==> config.mk <==
export PLATFORM = sky130hd
export DESIGN_NAME = settle_timer
export DESIGN_NICKNAME = d
export VERILOG_FILES = /design/src/rtl/response_checker_settle.sv
export SDC_FILE = /design/constraint.sdc
export NUM_CORES = 1
export LEC_CHECK = 0
export BUFFER_PORTS_ARGS = -buffer_cell sky130_fd_sc_hd__buf_2
export CAP_MARGIN = 5
export CORE_AREA = 5 5 42 44
export CTS_BUF_LIST = sky130_fd_sc_hd__clkbuf_4 sky130_fd_sc_hd__clkbuf_8
export CTS_CLUSTER_DIAMETER = 50
export DETAILED_ROUTE_END_ITERATION = 10
export DIE_AREA = 0 0 47 49
export PLACE_DENSITY_LB_ADDON = 0.25
export SYNTH_ARGS = -nofsm -noshare
export SYNTH_HDL_FRONTEND = slang
export SYNTH_SLANG_ARGS = --single-unit
==> constraint.sdc <==
create_clock -name clk -period 1.3 [get_ports clk]
set_input_delay 0.065 -clock clk [delete_from_list [all_inputs] [get_ports clk]]
set_output_delay 0.065 -clock clk [all_outputs]
set_load 0.05 [all_outputs]
==> src/rtl/response_checker_settle.sv <==
// settle_timer: loadable down-counter with a zero flag.
// Ports: clk, rst (sync high), load/load_val, en (count down), zero.
module settle_timer #(
  parameter int unsigned W = 2
) (
  input  logic         clk,
  input  logic         rst,
  input  logic         load,
  input  logic [W-1:0] load_val,
  input  logic         en,
  output logic         zero
);

  logic [W-1:0] cnt;

  always_ff @(posedge clk) begin
    if (rst) begin
      cnt <= '0;
    end else if (load) begin
      cnt <= load_val;
    end else if (en && cnt != '0) begin
      cnt <= cnt - 1'b1;
    end
  end

  assign zero = (cnt == '0);

endmodule

==> results of run 1 <==
-- final cells by class --
class | count | area (um^2)
fill | 173 | 1200
multi-input combinational | 9 | 77.6
sequential | 2 | 40.0
timing repair buffer | 6 | 30.0
clock buffer | 3 | 22.5
tap | 16 | 20.0
inverter | 3 | 11.3
-- worst max path at each step --
stage,end,slack [ps],depth (start not counted)
5_1_grt,zero,110,3
2_1_floorplan,cnt[0],110,5
6_report,zero,170,3
4_1_cts,zero,150,3
3_5_place_dp,cnt[0],220,5
3_3_place_gp,cnt[0],260,5
-- power by group through the flow --
stage                     Clock (mW)  Combinational, mW  Sequential, mW
after floorplan                    0             0.0476          0.0702
after detailed placement           0             0.0615          0.0710
after CTS                      0.150             0.0618          0.0701
after global routing           0.150             0.0692          0.0709
final                          0.138             0.0610          0.0700
after global placement             0             0.0601          0.0705
-- synthesized netlist by cell type (all sizes together) --
cell,n,area share [%]
nor2,1,3.0
o211ai,1,5.9
nand2,1,3.0
a211oi,1,9.9
nand3b,1,5.9
nor2b,1,11
dfxtp,2,32
a21oi,1,4.0
xnor2,1,6.9
inv,3,8.9
ha,1,9.9
-- cell families (layout without fill, tap and decap cells) --
| group | count (synthesis) | after routing | share of synthesized area [%] |
|---|---|---|---|
| buffers and inverters | 3 | 12 | 8.91 |
| AND/OR/NAND/NOR | 4 | 4 | 22.8 |
| AO/OA/AOI/OAI | 3 | 3 | 19.8 |
| flip-flops | 2 | 2 | 31.7 |
| adder cells (fa/ha/maj) | 1 | 1 | 9.90 |
| XOR/XNOR | 1 | 1 | 6.93 |
-- layer usage --
metal | vias up | wire length (um) | GRT usage (%)
met2 | 7 | 86 | 3.39
met5 | - | 0 | 0
met1 | 46 | 138 | 3.94
li1 | 66 | - | -
met4 | 0 | 0 | 5.53
met3 | 0 | 48 | 2.95
-- stage by stage --
step | instance area (um^2) | hold WS, ps | setup slack (ps) | power, mW
6_report | 201 | 19.2 | 172 | 0.269
5_1_grt | 201 | 30.3 | 112 | 0.290
2_1_floorplan | 129 | 130 | 113 | 0.118
4_1_cts | 201 | 4.87 | 147 | 0.282
3_5_place_dp | 179 | 247 | 221 | 0.132
3_3_place_gp | 179 | 242 | 258 | 0.131
==> summary.md, run 1 <==
| Metric | Value |
|---|---|
| Status | `completed` |
| Crit path DAT | `1060 ps` |
| Worst Hold Launch | `rst` |
| Biggest regs | `cnt: 2 flops` |
| Routed vias | `119` |
| H-tree Lvls | `1` |
| WP buf/inv | `2` |
| Site Rows | `14` |
| Register area share after synthesis | `31.7%` |
| Max-slew headroom | `83.4%` |
| Routed WL | `274 um` |
| Clock transition at path regs | `30 ps` |
| Die Height | `49 um` |
| Switching portion of total power | `27.4%` |
| Clock buffer depth | `2` |
| Clock Skew | `2.14 ps` |
| Setup Crit Path Kind | `register to output pin` |
| First-pass GRT wire length | `552 um` |
| RR Endpoint | `cnt[0]` |
| GP Congestion | `0.608` |
| Fmax | `886 MHz` |
| Drt first pass iters | `2` |
| Ports | `7` |
| WP data required | `1240 ps` |
| CTS root buf | `clkbuf_4` |
| Lkg Pwr | `0.0876 nW` |
| Synth Register Bits | `2` |
| Critical Path End Type | `output pin` |
| Postcts setup bufs | `0` |
| Die ar. | `2300 um^2` |
| Netlist Area Pre-Place | `126 um^2` |
| Clk network pwr share | `51.3%` |
| Max VDD drop | `0.362 mV` |
| Number of DRC markers in iteration 0 | `2` |
| Hold Path Class | `input port to register` |
| Port Buffers | `6` |
| Num Clock Sinks | `2` |
| CP max-delay cell | `dfxtp_1` |
| Detail Route Antenna Nets | `0` |
| Worst path cell trace | `inv_1 > ha_2 > buf_2` |
| Reg2reg path depth | `5` |
| Netlist cell types | `11` |
| Vias/cell | `3.05` |
| Vias in the first global route | `149` |
| Final hold violation count | `0` |
| P_int | `0.196 mW` |
| DR WL/cell | `7.03 um` |
| CP Max Fanout | `3` |
| Worst Hold Path EP | `cnt[0]` |
| Register share of total power | `26.0%` |
| Synth warnings | `0` |
| Unrepaired setup endpoints after global routing | `no` |
| Synthesized instance count | `14` |
| CTS tree | `done` |
| Post-CTS Resized | `0` |
| Worst-Skew Late Latency | `220 ps` |
| CP top delay family | `buffers and inverters` |
| Max cap viols | `0` |
| Hold Path Cell Cnt | `2` |
| Pwr/cell area | `1340 nW/um^2` |
| Commonest non-fill, non-tap cell in the layout | `buf_2` |
| Die Wd | `47 um` |
| Worst-margin pin slew | `251 ps` |
| Placed cells | `36` |
| Tmin final | `1130 ps` |
| Setup slack, reg-to-reg | `230 ps` |
| Core box area | `1400 um^2` |
| Setup crit start kind | `register` |
| Final std cells w/o fill | `39` |
| Critical Path Source | `cnt[0]` |
| Layout cells sized above 1 | `52.2%` |
| Nets | `32` |
| Starting Density | `9.02%` |
| Worst R2R Start | `cnt[0]` |
| Comb pwr share | `22.7%` |
| Max reg flops | `2` |
| Total CTS buffers | `3` |
| Antenna violations before repair | `0` |
| Syn Nets | `21` |
| Syn_area_per_cell | `9.03 um^2` |
| Setup TNS | `0 ps` |
| Final core occ | `14.4%` |
| Slowest cell delay on critical path | `310 ps` |
| Pin count of the biggest net entering global routing | `4` |
| Top reg by flops | `cnt` |
| All-Layer GR Usage | `3.73%` |
| Max-slew violations | `0` |
| Commonest non-fill, non-tap cells in the layout | `buf_2, inv_1, clkbuf_4, dfxtp_1` |
| Post-route DRC | `0` |
| Area Overhead vs Synth | `59.4%` |
| GRT Residual Overflow | `0` |
| Crit share post-route | `86.8%` |
| Hold-fix buffers, CTS | `0` |
| Ant diodes | `0` |
| Setup violators final | `0` |
| Sw power | `0.0737 mW` |
No activity file was read; power rests on OpenSTA's default activity.
==> inputs of run 2 (changes only) <==
--- a/config.mk
+++ b/config.mk
@@ -7,11 +7,11 @@
 export LEC_CHECK = 0
 export BUFFER_PORTS_ARGS = -buffer_cell sky130_fd_sc_hd__buf_2
 export CAP_MARGIN = 5
-export CORE_AREA = 5 5 42 44
+export CORE_AREA = 2 2 39 41
 export CTS_BUF_LIST = sky130_fd_sc_hd__clkbuf_4 sky130_fd_sc_hd__clkbuf_8
 export CTS_CLUSTER_DIAMETER = 50
 export DETAILED_ROUTE_END_ITERATION = 10
-export DIE_AREA = 0 0 47 49
+export DIE_AREA = 0 0 41 43
 export PLACE_DENSITY_LB_ADDON = 0.25
 export SYNTH_ARGS = -nofsm -noshare
 export SYNTH_HDL_FRONTEND = slang
==> summary.md, run 2 (same netlist as run 1, synthesis figures left out) <==
| Metric | Value |
|---|---|
| Worst-Skew Late Latency | `230 ps (about the same)` |
| Routed WL | `267 um (-2.6%)` |
| Biggest regs | `cnt: 2 flops` |
| Comb pwr share | `22.4% (-0.3 points)` |
| Final core occ | `14.6% (+0.18 points)` |
| CP max-delay cell | `dfxtp_1` |
| Pwr/cell area | `1350 nW/um^2 (+0.73%)` |
| Area Overhead vs Synth | `59.4% (unchanged)` |
| Switching portion of total power | `27.9% (+0.56 points)` |
| Max-slew headroom | `83.1% (-0.29 points)` |
| CP top delay family | `buffers and inverters` |
| Max cap viols | `0 (unchanged)` |
| Vias in the first global route | `111 (-26%)` |
| Tmin final | `1140 ps (+10.4 ps)` |
| GRT Residual Overflow | `0 (unchanged)` |
| Commonest non-fill, non-tap cells in the layout | `buf_2, inv_1, clkbuf_4, dfxtp_1` |
| Fmax | `878 MHz (-0.91%)` |
| Die ar. | `1760 um^2 (-23%)` |
| Placed cells | `36 (unchanged)` |
| Crit path DAT | `1070 ps (about the same)` |
| WP data required | `1240 ps (about the same)` |
| Status | `completed` |
| Post-route DRC | `0 (unchanged)` |
| Num Clock Sinks | `2 (unchanged)` |
| Post-CTS Resized | `0 (unchanged)` |
| WP buf/inv | `2 (unchanged)` |
| Top reg by flops | `cnt` |
| P_int | `0.195 mW (about the same)` |
| Crit share post-route | `87.6% (+0.80 points)` |
| Starting Density | `9.13% (+0.11 points)` |
| Unrepaired setup endpoints after global routing | `no` |
| Final std cells w/o fill | `39 (unchanged)` |
| CP Max Fanout | `3 (unchanged)` |
| Worst path cell trace | `inv_1 > ha_2 > buf_2` |
| Register share of total power | `25.9% (about the same)` |
| Commonest non-fill, non-tap cell in the layout | `buf_2` |
| Detail Route Antenna Nets | `0 (unchanged)` |
| Clk network pwr share | `51.7% (+0.4 points)` |
| Clock buffer depth | `2 (unchanged)` |
| Clock transition at path regs | `30 ps (about the same)` |
| Placed Instance Area | `179 um^2 (unchanged)` |
| Ant diodes | `0 (unchanged)` |
| Hold-fix buffers, CTS | `0 (unchanged)` |
| Die Wd | `41 um (-13%)` |
| Register area | `40.0 um^2 (unchanged)` |
| Die Height | `43 um (-12%)` |
| Lkg Pwr | `0.0876 nW (unchanged)` |
| Setup TNS | `0 ps (unchanged)` |
| Slowest cell delay on critical path | `310 ps (about the same)` |
| Vias/cell | `3.28 (+7.6%)` |
| H-tree Lvls | `1 (unchanged)` |
| Total CTS buffers | `3 (unchanged)` |
| Hold Path Class | `input port to register` |
| Drt first pass iters | `2 (unchanged)` |
| Setup Crit Path Kind | `register to output pin` |
| Setup violators final | `0 (unchanged)` |
| Routed vias | `128 (+7.6%)` |
| Worst setup margin | `161 ps (-10.4 ps)` |
| Max reg flops | `2 (unchanged)` |
| Setup crit start kind | `register` |
| Multi-input logic area | `77.6 um^2 (unchanged)` |
| Antenna violations before repair | `0 (unchanged)` |
| Pin count of the biggest net entering global routing | `4 (unchanged)` |
| Clock Skew | `2.14 ps (+0.00298 ps)` |
| Max-slew violations | `0 (unchanged)` |
| Fill cell count | `155 (-10%)` |
| Critical Path End Type | `output pin` |
| Max VDD drop | `0.269 mV (-26%)` |
| GP Congestion | `0.547 (-10%)` |
| Nets | `32 (unchanged)` |
| Core box area | `1380 um^2 (-1.2%)` |
| DR WL/cell | `6.85 um (-2.6%)` |
| All-Layer GR Usage | `4.61% (+0.88 points)` |
| CTS tree | `done` |
| Sw power | `0.0757 mW (+2.8%)` |
| Worst-margin pin slew | `255 ps (+4.39 ps)` |
| Ports | `7 (unchanged)` |
| Site Rows | `14 (unchanged)` |
| Port Buffers | `6 (unchanged)` |
| Number of DRC markers in iteration 0 | `1 (-1)` |
| CTS root buf | `clkbuf_4` |
| Layout Cell Area excl Fill | `201 um^2 (unchanged)` |
| DP HPWL | `193 um` |
| Final hold violation count | `0 (unchanged)` |
| Pre-CTS setup slack | `237 ps (+16.2 ps)` |
| Layout cells sized above 1 | `52.2% (unchanged)` |
| First-pass GRT wire length | `434 um (-21%)` |
| Postcts setup bufs | `0 (unchanged)` |
-- run 2: per-layer routing --
metal  vias to the layer above  GRT usage [%]  part of all wire [%]
li1                         64              -                     -
met1                        53           4.15                    50
met2                         9           3.75                    34
met3                         2           4.71                    11
met4                         0           8.00                   4.9
met5                         -              0                     0
-- run 2: power groups by stage --
stage	logic (mW)	registers, mW	clock network, mW
final	0.0608	0.0703	0.140
after global routing	0.0664	0.0704	0.159
after CTS	0.0614	0.0701	0.149
after detailed placement	0.0611	0.0710	0
after global placement	0.0600	0.0704	0
after floorplan	0.0476	0.0702	0
-- run 2: layout make-up --
| type | count | share of cell area, % |
|---|---|---|
| multi-input cells | 9 | 38.5 |
| flip-flops and latches | 2 | 19.9 |
| repair buffers | 6 | 14.9 |
| clock buffers | 3 | 11.2 |
| well taps | 16 | 9.94 |
| inverters | 3 | 5.59 |
-- run 2: path summary, 6_finish.rpt --
check	start	end	slack (ps)	depth (start not counted)
max	cnt[0]	zero	160	3
min	rst	cnt[0]	9	2
min reg2reg	cnt[0]	cnt[0]	590	2
max reg2reg	cnt[0]	cnt[0]	240	5
-- run 2: through the flow --
stage	hold WS [ps]	total power [mW]
after floorplan	130	0.118
after global placement	241	0.130
after detailed placement	245	0.132
after CTS	0.336	0.281
after global routing	0.289	0.296
final	9.39	0.271
